==> src/rtl/skin_binarization_lin.sv <==
// Pipelined linear skin classifier: weighted feature sum plus bias, thresholded.
// Define SKIN_BIN_HYST_EN to add a per-line hysteresis threshold (thr_lo).
module skin_binarization_lin #(
  parameter int N_CH   = 7,
  parameter int FEAT_W = 8,
  parameter int COEF_W = 12,
  parameter int ACC_W  = FEAT_W + COEF_W + 1 + $clog2(N_CH) + 1
) (
  input  logic                   clk,
  input  logic                   rst_n,
  input  logic                   ce,
  input  logic                   de_in,
  input  logic                   hsync_in,
  input  logic                   vsync_in,
  input  logic [N_CH*FEAT_W-1:0] feat,
  input  logic                   cfg_we,
  input  logic [4:0]             cfg_addr,
  input  logic [31:0]            cfg_data,
  output logic [7:0]             skin,
  output logic [ACC_W-1:0]       y_out,
  output logic                   de_out,
  output logic                   hsync_out,
  output logic                   vsync_out
);

  localparam int T   = $clog2(N_CH);
  localparam int LAT = 4 + T;
  localparam int PW  = FEAT_W + COEF_W + 1;

  function automatic int lvl_n(input int l);
    int n;
    n = N_CH;
    for (int k = 0; k < l; k++) n = (n + 1) / 2;
    return n;
  endfunction

  logic        [COEF_W-1:0] w_sh_q  [N_CH];
  logic signed [COEF_W-1:0] w_act_q [N_CH];
  logic        [ACC_W-1:0]  bias_sh_q;
  logic        [ACC_W-1:0]  hi_sh_q;
  logic signed [ACC_W-1:0]  bias_act_q;
  logic signed [ACC_W-1:0]  hi_act_q;
`ifdef SKIN_BIN_HYST_EN
  logic        [ACC_W-1:0]  lo_sh_q;
  logic signed [ACC_W-1:0]  lo_act_q;
  logic                     run_q;
  logic                     run_d;
`endif
  logic                     vs_prev_q;
  logic                     commit;

  logic signed [FEAT_W:0]   f_q   [N_CH];
  logic signed [PW-1:0]     p_q   [N_CH];
  logic signed [ACC_W-1:0]  p_ext [N_CH];
  logic signed [ACC_W-1:0]  t_d   [T][N_CH];
  logic signed [ACC_W-1:0]  t_q   [T][N_CH];
  logic signed [ACC_W-1:0]  sum_q;
  logic signed [ACC_W-1:0]  y_q;
  logic        [7:0]        skin_q;
  logic        [7:0]        skin_d;
  logic                     hit;
  logic        [2:0]        sync_q [LAT];
  logic                     unused_cfg;

  assign unused_cfg = ^cfg_data;
  assign commit = ce & vsync_in & ~vs_prev_q;

  // Shadow writes from the register port; shadow copied to active on vsync rise
  always_ff @(posedge clk or negedge rst_n) begin
    if (!rst_n) begin
      for (int i = 0; i < N_CH; i++) begin
        w_sh_q[i]  <= '0;
        w_act_q[i] <= '0;
      end
      bias_sh_q  <= '0;
      bias_act_q <= '0;
      hi_sh_q    <= '0;
      hi_act_q   <= '0;
`ifdef SKIN_BIN_HYST_EN
      lo_sh_q    <= '0;
      lo_act_q   <= '0;
`endif
      vs_prev_q  <= 1'b0;
    end else begin
      if (ce) vs_prev_q <= vsync_in;
      if (commit) begin
        for (int i = 0; i < N_CH; i++)
          w_act_q[i] <= w_sh_q[i];
        bias_act_q <= bias_sh_q;
        hi_act_q   <= hi_sh_q;
`ifdef SKIN_BIN_HYST_EN
        lo_act_q   <= lo_sh_q;
`endif
      end
      if (cfg_we) begin
        for (int i = 0; i < N_CH; i++)
          if (cfg_addr == 5'(i)) w_sh_q[i] <= cfg_data[COEF_W-1:0];
        if (cfg_addr == 5'(N_CH))   bias_sh_q <= cfg_data[ACC_W-1:0];
        if (cfg_addr == 5'(N_CH+1)) hi_sh_q   <= cfg_data[ACC_W-1:0];
`ifdef SKIN_BIN_HYST_EN
        if (cfg_addr == 5'(N_CH+2)) lo_sh_q   <= cfg_data[ACC_W-1:0];
`endif
      end
    end
  end

  // Feature capture and per-channel signed products
  always_ff @(posedge clk or negedge rst_n) begin
    if (!rst_n) begin
      for (int i = 0; i < N_CH; i++) begin
        f_q[i] <= '0;
        p_q[i] <= '0;
      end
    end else if (ce) begin
      for (int i = 0; i < N_CH; i++) begin
        f_q[i] <= {1'b0, feat[i*FEAT_W +: FEAT_W]};
        p_q[i] <= f_q[i] * w_act_q[i];
      end
    end
  end

  for (genvar i = 0; i < N_CH; i++) begin : g_ext
    assign p_ext[i] = {{(ACC_W-PW){p_q[i][PW-1]}}, p_q[i]};
  end

  for (genvar l = 0; l < T; l++) begin : g_lvl
    localparam int NIN = lvl_n(l);
    for (genvar i = 0; i < N_CH; i++) begin : g_node
      if (2*i+1 < NIN) begin : g_add
        if (l == 0) begin : g_l0
          assign t_d[l][i] = p_ext[2*i] + p_ext[2*i+1];
        end else begin : g_ln
          assign t_d[l][i] = t_q[l-1][2*i] + t_q[l-1][2*i+1];
        end
      end else if (2*i < NIN) begin : g_pass
        if (l == 0) begin : g_l0
          assign t_d[l][i] = p_ext[2*i];
        end else begin : g_ln
          assign t_d[l][i] = t_q[l-1][2*i];
        end
      end else begin : g_zero
        assign t_d[l][i] = '0;
      end
    end
  end

  // Adder tree levels and bias addition
  always_ff @(posedge clk or negedge rst_n) begin
    if (!rst_n) begin
      for (int l = 0; l < T; l++)
        for (int i = 0; i < N_CH; i++)
          t_q[l][i] <= '0;
      sum_q <= '0;
    end else if (ce) begin
      for (int l = 0; l < T; l++)
        for (int i = 0; i < N_CH; i++)
          t_q[l][i] <= t_d[l][i];
      sum_q <= t_q[T-1][0] + bias_act_q;
    end
  end

  // Threshold decision (with optional line-local hysteresis)
  always_comb begin
    hit = sum_q > hi_act_q;
`ifdef SKIN_BIN_HYST_EN
    hit   = hit | (run_q & (sum_q > lo_act_q));
    run_d = sync_q[LAT-2][2] ? hit : 1'b0;
`endif
    skin_d = hit ? 8'hFF : 8'h00;
  end

  // Output stage and sync delay line
  always_ff @(posedge clk or negedge rst_n) begin
    if (!rst_n) begin
      y_q    <= '0;
      skin_q <= '0;
`ifdef SKIN_BIN_HYST_EN
      run_q  <= 1'b0;
`endif
      for (int i = 0; i < LAT; i++) sync_q[i] <= '0;
    end else if (ce) begin
      y_q    <= sum_q;
      skin_q <= skin_d;
`ifdef SKIN_BIN_HYST_EN
      run_q  <= run_d;
`endif
      sync_q[0] <= {de_in, hsync_in, vsync_in};
      for (int i = 1; i < LAT; i++) sync_q[i] <= sync_q[i-1];
    end
  end

  assign y_out     = y_q;
  assign skin      = skin_q;
  assign de_out    = sync_q[LAT-1][2];
  assign hsync_out = sync_q[LAT-1][1];
  assign vsync_out = sync_q[LAT-1][0];

endmodule

==> config.mk <==
export PLATFORM = sky130hd
export DESIGN_NAME = skin_binarization_lin
export DESIGN_NICKNAME = d
export VERILOG_FILES = /design/src/rtl/skin_binarization_lin.sv
export SDC_FILE = /design/constraint.sdc
export NUM_CORES = 2
export LEC_CHECK = 0
export ABC_AREA = 1
export CORE_UTILIZATION = 28
export CTS_BUF_LIST = sky130_fd_sc_hd__clkbuf_8
export CTS_CLUSTER_SIZE = 24
export DETAILED_ROUTE_END_ITERATION = 16
export GPL_TIMING_DRIVEN = 0
export PLACE_DENSITY = 0.49
export SYNTH_ARGS = -nofsm -noshare
export SYNTH_HDL_FRONTEND = slang
export SYNTH_SLANG_ARGS = --single-unit
==> constraint.sdc <==
create_clock -name clk -period 4.4 [get_ports clk]
set_input_delay 0.66 -clock clk [delete_from_list [all_inputs] [get_ports clk]]
set_output_delay 0.66 -clock clk [all_outputs]
set_load 0.02 [all_outputs]
After elaboration in Yosys (flattened, before gate mapping)
Cells that the tools add are included.
{"block": "word_totals", "output_inout_bits": 36, "elab_cells": 87, "reg_bits": 722}
{"block": "op_classes", "n_reduce_logical": 10, "multipliers": 7, "n_addsub": 7, "order_cmp": 1, "eq_ne": 8, "n_bitwise": 3, "muxes": 1}
{"cell": "$mul A9 B12 Y21", "n": 7}
{"cell": "$add A25 B25 Y25", "n": 3}
{"cell": "$add A21 B21 Y22", "n": 3}
{"cell": "$add A25 B21 Y25", "n": 1}
{"cell": "$gt A25 B25 Y1", "n": 1}
{"cell": "$eq A5 B3 Y1 const B", "n": 4}
{"cell": "$reduce_and A2 Y1", "n": 9}
{"cell": "$eq A5 B2 Y1 const B", "n": 2}
{"cell": "$mux W8", "n": 1}
{"cell": "$eq A5 B1 Y1 const B", "n": 1}
{"cell": "$eq A5 B4 Y1 const B", "n": 1}
{"cell": "$logic_not A5 Y1", "n": 1}
{"cell": "$and A1 B1 Y1", "n": 2}
{"cell": "$not A1 Y1", "n": 1}

Longest topological paths before layout
{"block": "logic_depth", "depth_word": 2, "mapped_depth": 21, "depth_no_buf": 20}

Worst setup path before layout
No wires, ideal clock.
{"block": "synth_path", "path_type": "register to register", "startpoint": "register w_act_q[23] (netlist bit)", "endpoint": "register p_q, in the netlist p_ext[43]", "arrival_time_ns": 4.064, "synth_period_minus_slack_ns": 4.182, "stages_incl_launch_ff": 17, "setup_slack_ns": 0.218, "required_time_ns": 4.282, "path_cell_list": "dfrtp_1 > clkbuf_1 > nand2_1 > fa_1 > inv_1 > fa_1 > inv_1 > fa_1 > fa_1 > inv_1 > ha_1 > a21o_1 > o21bai_1 > a21oi_1 > nand3_1 > nand3_1 > nand2_1"}
{"block": "synth_between", "elab_chain_cells": 1}
{"item": "start, declared", "line_no": "38", "rtl": "logic signed [COEF_W-1:0] w_act_q [N_CH];"}
{"item": "start signal, assigned by index", "line_no": "88", "rtl": "w_act_q[i] <= w_sh_q[i];"}
{"item": "$mul A9 B12 Y21", "line_no": "117", "rtl": "p_q[i] <= f_q[i] * w_act_q[i];"}
{"item": "end signal, assigned by index", "line_no": "117"}
{"item": "end, declared", "line_no": "53", "rtl": "logic signed [PW-1:0] p_q [N_CH];"}
No other way between the ends.
A chain may end at the register's enable or synchronous reset.

Worst setup path in the final report
{"block": "layout_path", "startpoint": "register f_q[38] (netlist bit)", "endpoint": "register p_q, in the netlist p_ext[117]"}
{"block": "layout_between", "elab_chain_cells": 1}
{"item": "start, declared", "line_no": "52", "rtl": "logic signed [FEAT_W:0] f_q [N_CH];"}
{"item": "start signal, assigned by index", "line_no": "116", "rtl": "f_q[i] <= {1'b0, feat[i*FEAT_W +: FEAT_W]};"}
{"item": "$mul A9 B12 Y21", "line_no": "117"}
No other way between the ends.

==> results.txt <==
- Counting the buffers created by CTS gives 142.
- Routed via count: 52500
- Cell leakage power: 39.9 nW
* Final count of negative-setup-slack endpoints: 0
* Synthesis-to-layout area growth: 16.8%
- Clock tree synthesis selected as its root buffer the cell sky130_fd_sc_hd__clkbuf_8.
* Final worst-path cycle share: 97.4%
- Entering global routing, the biggest net connects 112 pins.
* Clk network pwr share: 14.6%
* YS warnings: 0
- Global route overflow: 0
* Average footprint of a synthesized cell: 7.72 um^2
- First-pass GRT wire length: 319 mm
- Clock skew after layout: 0.0434 ns
- The biggest area contributor in the post-synthesis netlist is sky130_fd_sc_hd__dfrtp_1.
- Summing every instance area after synthesis gives 62400 um^2.
* Fin. max-slew vios: 0
* Filler-free cell count of the finished design: 11400
- Yosys top cell area share: 28.3%
* DR WL met2: 95.9 mm
- Cell Area, Placed: 67700 um^2
- After floorplanning, the core was divided into 172 placement rows.
* Number of cells on the critical path: 17
- CTS H-tree lvls: 4
- The initial utilization of the core area, before any placement, comes to 28.3%.
- Including well taps, the total number of placed cells is 11200.
- On the worst path, the slowest cell contributes a delay of 0.53 ns.
- CTS sink cnt: 705
- Number of max-cap violations: 0
* Critical path required time: 5.17 ns
- Total DRC errors in the routed layout: 0
- Count of boundary I/O pins: 136
* First-pass iteration count of the detailed router: 6
- Final critical path time including I/O delays and setup: 4.28 ns
- Measured in cells, the most critical reg-to-reg path has a length of 17.
* Setup Crit Path Kind: reg2reg
* Total buffers and inverters traversed by the critical path: 5
- Maximum operating frequency: 0.233 GHz
- In the final design database the tool counted 9503 nets.
- Worst max-slew margin expressed relative to the limit: 5.80%
* Share of power burned in combinational logic: 64.5%
* Fraction of power spent switching nets: 50.0%
- The region available for standard cell placement spans 221000 um^2.
* Layout filler cell count: 23600
- The die covers 225000 um^2.
- Gpl congestion: 0.916
- The largest individual stage delay along the critical path comes from the cell sky130_fd_sc_hd__fa_1.
* Share of power burned in registers: 20.9%
- In this run the worst path has a maximum fanout of 10.
* All-layer global routing usage: 18.5%
- Clock tree from TritonCTS: yes
- In the routed layout, each cell is associated on average with a via count of 4.59.
* Horizontal die dimension: 474 um
- Antenna Nets Post-Route: 0
- Of the synthesized area, sequential elements account for 28.3%.
* Arrival @ worst endpoint: 5.06 ns
- Met1 WL: 95.8 mm
- In this run, distinct cell masters in the synthesized netlist total 42.
- The number of global-route vias before repair was 53600.
- Total wire length after detailed routing: 207 mm
* Post-detailed-route wirelength per cell: 18.0 um
- Largest delay share family, worst path: adder cells
- Walking the worst path, the cells encountered are clkbuf_8, nand2_1, fa_2, buf_4, fa_1, inv_1, fa_1, inv_1, fa_1, inv_1, ha_1, a21oi_2, o21ai_0, a31oi_1, nand3b_1, nand3_1, nand2_1.
* Count of input and output buffers: 127
* Uppermost layer routed: met4
- The flow ran to the end, and the final reports show no timing, DRC or antenna violations.
- Number of enable flip-flop cells after synthesis: 0
- Ratio of cells with drive above 1 in the final layout: 11.0%
* Top post-synthesis cells by area: sky130_fd_sc_hd__dfrtp_1 (28%), sky130_fd_sc_hd__fa_1 (18%), sky130_fd_sc_hd__nand2_1 (15%)
* Net Switching: 26.2 mW
- Cell internal power was estimated by the tool at 26.1 mW.
- Placed wire-length estimate after detailed placement: 162 mm
- The final hold violation count was 0.
- RSZ-0062 raised after global routing: yes
- The synthesized design contains 705 register bits.
- Cell Pwr Density: 717 nW/um^2
- From bottom edge to top edge, the die measures 474 um.
- FF-to-FF Start: f_q[38]
- Share of synthesized flip-flops with an asynchronous set or reset: 100%
* Setup TNS: 0 ns
* Tightest hold margin: 0.245 ns
- Critical Path End Type: flop
* Max Buffers Root-to-Sink: 3
- Number of DRC markers in iteration 0: 3425
- Nets in the synthesized netlist: 9217
* Hold WC Path Type: in2async
* Worst-margin pin slew: 1.41 ns
- Critical Path Source Type: flop
- The finished cells cover 72900 um^2.
- Origin of the worst setup path: f_q[38]
- Post-Synthesis Cells: 8090
* Maximum vdd ir drop: 0.000340 V
* Sum of met3 wire segment lengths after detailed routing: 9.69 mm
- For this run, the leading register cell type out of synthesis is sky130_fd_sc_hd__dfrtp_1.
* Antenna violations before repair: 22
- After clock tree synthesis, the clock-pin slew on the worst setup and hold paths is 0.07 ns.
- Worst-Skew Late Latency: 0.91 ns
[cells in the mapped netlist, types with 3 or more instances]
cell type and instances:
sky130_fd_sc_hd__a21oi_1 353, sky130_fd_sc_hd__xor2_1 27, sky130_fd_sc_hd__fa_1 553, sky130_fd_sc_hd__inv_1 1599, sky130_fd_sc_hd__nand3_1 359, sky130_fd_sc_hd__inv_2 4, sky130_fd_sc_hd__xnor2_1 91, sky130_fd_sc_hd__a21oi_2 5
sky130_fd_sc_hd__dfrtp_1 705, sky130_fd_sc_hd__or2_2 20, sky130_fd_sc_hd__ha_1 474, sky130_fd_sc_hd__a21o_1 25, sky130_fd_sc_hd__o21ai_1 20, sky130_fd_sc_hd__or2_1 16, sky130_fd_sc_hd__nand2_2 12, sky130_fd_sc_hd__nor3_1 31
sky130_fd_sc_hd__nand4_1 85, sky130_fd_sc_hd__mux2_2 109, sky130_fd_sc_hd__nor4_1 5, sky130_fd_sc_hd__nor3_2 5, sky130_fd_sc_hd__buf_2 73, sky130_fd_sc_hd__buf_4 13, sky130_fd_sc_hd__o21ai_0 368, sky130_fd_sc_hd__o21bai_1 26
sky130_fd_sc_hd__nand2_1 2490, sky130_fd_sc_hd__nor2_1 309, sky130_fd_sc_hd__o21ai_2 6, sky130_fd_sc_hd__a31oi_1 58, sky130_fd_sc_hd__nand3_2 7, sky130_fd_sc_hd__and2_1 12, sky130_fd_sc_hd__nand3b_1 18, sky130_fd_sc_hd__or2_0 3
sky130_fd_sc_hd__nor2_2 3, sky130_fd_sc_hd__buf_1 11, sky130_fd_sc_hd__clkbuf_1 188
[sequential cells by signal (all words and copies together), names as in the netlist, 18 cells and up]
| register | flops |
|---|---|
| t_q | 162 |
| p_ext | 147 |
| w_act_q | 84 |
| w_sh_q | 84 |
| f_q | 56 |
| bias_act_q | 25 |
| bias_sh_q | 25 |
| hi_act_q | 25 |
| hi_sh_q | 25 |
| sum_q | 25 |
| y_out | 25 |
| sync_q | 18 |
[worst register-to-register path: stages, from the launching register on]
cell and delay (ns):
sky130_fd_sc_hd__dfrtp_2 0.43, sky130_fd_sc_hd__clkbuf_8 0.18, sky130_fd_sc_hd__nand2_1 0.08, sky130_fd_sc_hd__fa_2 0.51, sky130_fd_sc_hd__buf_4 0.17, sky130_fd_sc_hd__fa_1 0.47
sky130_fd_sc_hd__inv_1 0.05, sky130_fd_sc_hd__fa_1 0.53, sky130_fd_sc_hd__inv_1 0.05, sky130_fd_sc_hd__fa_1 0.47, sky130_fd_sc_hd__inv_1 0.04, sky130_fd_sc_hd__ha_1 0.36
sky130_fd_sc_hd__a21oi_2 0.21, sky130_fd_sc_hd__o21ai_0 0.12, sky130_fd_sc_hd__a31oi_1 0.21, sky130_fd_sc_hd__nand3b_1 0.10, sky130_fd_sc_hd__nand3_1 0.09, sky130_fd_sc_hd__nand2_1 0.07
[per-stage QoR]
step,setup slack [ns],util [%],power [mW]
after global placement,-30.44,30.6,41.7
final,0.116,33.1,52.3
after floorplan,0.218,-,32.5
after CTS,-0.0464,32.3,50.2
after global routing,-0.0339,33.1,57.7
after detailed placement,-0.633,30.7,41.8
[cell usage in the layout, fill, tap and decap left out, types with 25 or more instances in the layout]
cell type	synthesis	routed
sky130_fd_sc_hd__a21o_1	25	25
sky130_fd_sc_hd__a21oi_1	353	311
sky130_fd_sc_hd__a21oi_2	5	44
sky130_fd_sc_hd__a31oi_1	58	58
sky130_fd_sc_hd__buf_2	73	73
sky130_fd_sc_hd__buf_4	13	86
sky130_fd_sc_hd__clkbuf_1	188	71
sky130_fd_sc_hd__clkbuf_8	0	176
sky130_fd_sc_hd__clkdlybuf4s50_1	0	126
sky130_fd_sc_hd__dfrtp_1	705	611
sky130_fd_sc_hd__dfrtp_2	0	94
sky130_fd_sc_hd__fa_1	553	530
sky130_fd_sc_hd__ha_1	474	401
sky130_fd_sc_hd__ha_4	0	55
sky130_fd_sc_hd__inv_1	1599	1614
sky130_fd_sc_hd__mux2_2	109	109
sky130_fd_sc_hd__nand2_1	2490	2465
sky130_fd_sc_hd__nand2_2	12	37
sky130_fd_sc_hd__nand3_1	359	344
sky130_fd_sc_hd__nand4_1	85	85
sky130_fd_sc_hd__nor2_1	309	302
sky130_fd_sc_hd__nor3_1	31	25
sky130_fd_sc_hd__o21ai_0	368	348
sky130_fd_sc_hd__o21ai_1	20	32
sky130_fd_sc_hd__xnor2_1	91	91
sky130_fd_sc_hd__xor2_1	27	27
[power groups by stage]
stage	registers [mW]	logic, mW	clock network, mW
after detailed placement	10.4	31.4	0
after global placement	10.5	31.2	0
after global routing	11.2	38.4	8.13
after floorplan	9.77	22.7	0
after CTS	10.8	31.5	7.88
final	10.9	33.7	7.62
[layer usage]
metal / GRT usage [%] / vias up
met4: 5.06 / 0
met3: 2.53 / 277
li1: - / 25400
met5: 0 / -
met1: 25.3 / 25700
met2: 30.4 / 1110
[path summary, 6_finish.rpt]
kind,to,slack (ns)
setup / recovery,p_ext[117],0.12
hold / removal,y_out[17],0.24
setup reg to reg,p_ext[117],0.12
hold reg to reg,sync_q[11],0.47
max in group asynchronous,f_q[27],1.30
min in group clk,f_q[47],0.30
[layout make-up]
type	instances	area [um^2]	share of cell area (%)
Multi-Input combinational cell	5497	38800	53.2
Sequential cell	705	17800	24.3
Inverter	1603	6020	8.25
Tap cell	2958	3700	5.07
Clock buffer	167	2300	3.15
Timing Repair Buffer	210	2130	2.93
Buffer	217	1350	1.84
Clock inverter	82	828	1.14
Antenna cell	9	22.5	0.0309
[cells by family (layout without fill, tap and decap cells)]
kind of cell             Yosys count  in the layout  synth area share (%)
buffers and inverters           1888           2279                  11.6
AO/OA/AOI/OAI                    866            866                  7.35
adder cells (fa/ha/maj)         1027           1027                  27.2
multiplexers                     109            109                  1.97
XOR/XNOR                         118            118                  1.66
flip-flops                       705            705                  28.3
AND/OR/NAND/NOR                 3377           3377                  22.0
other                              0              9                     0
[repair_timing]
| action | CTS | global route |
|---|---|---|
| cloned | 0 | 3 |
| pin swaps | 7 | 51 |
| setup buffers | 20 | 50 |
| resized for setup | 187 | 358 |
| hold buffers | 1 | 0 |
| endpoints found under the setup margin | 84 | 81 |
| endpoints found under the hold margin | 87 | 0 |
No activity file was read; power rests on OpenSTA's default activity.
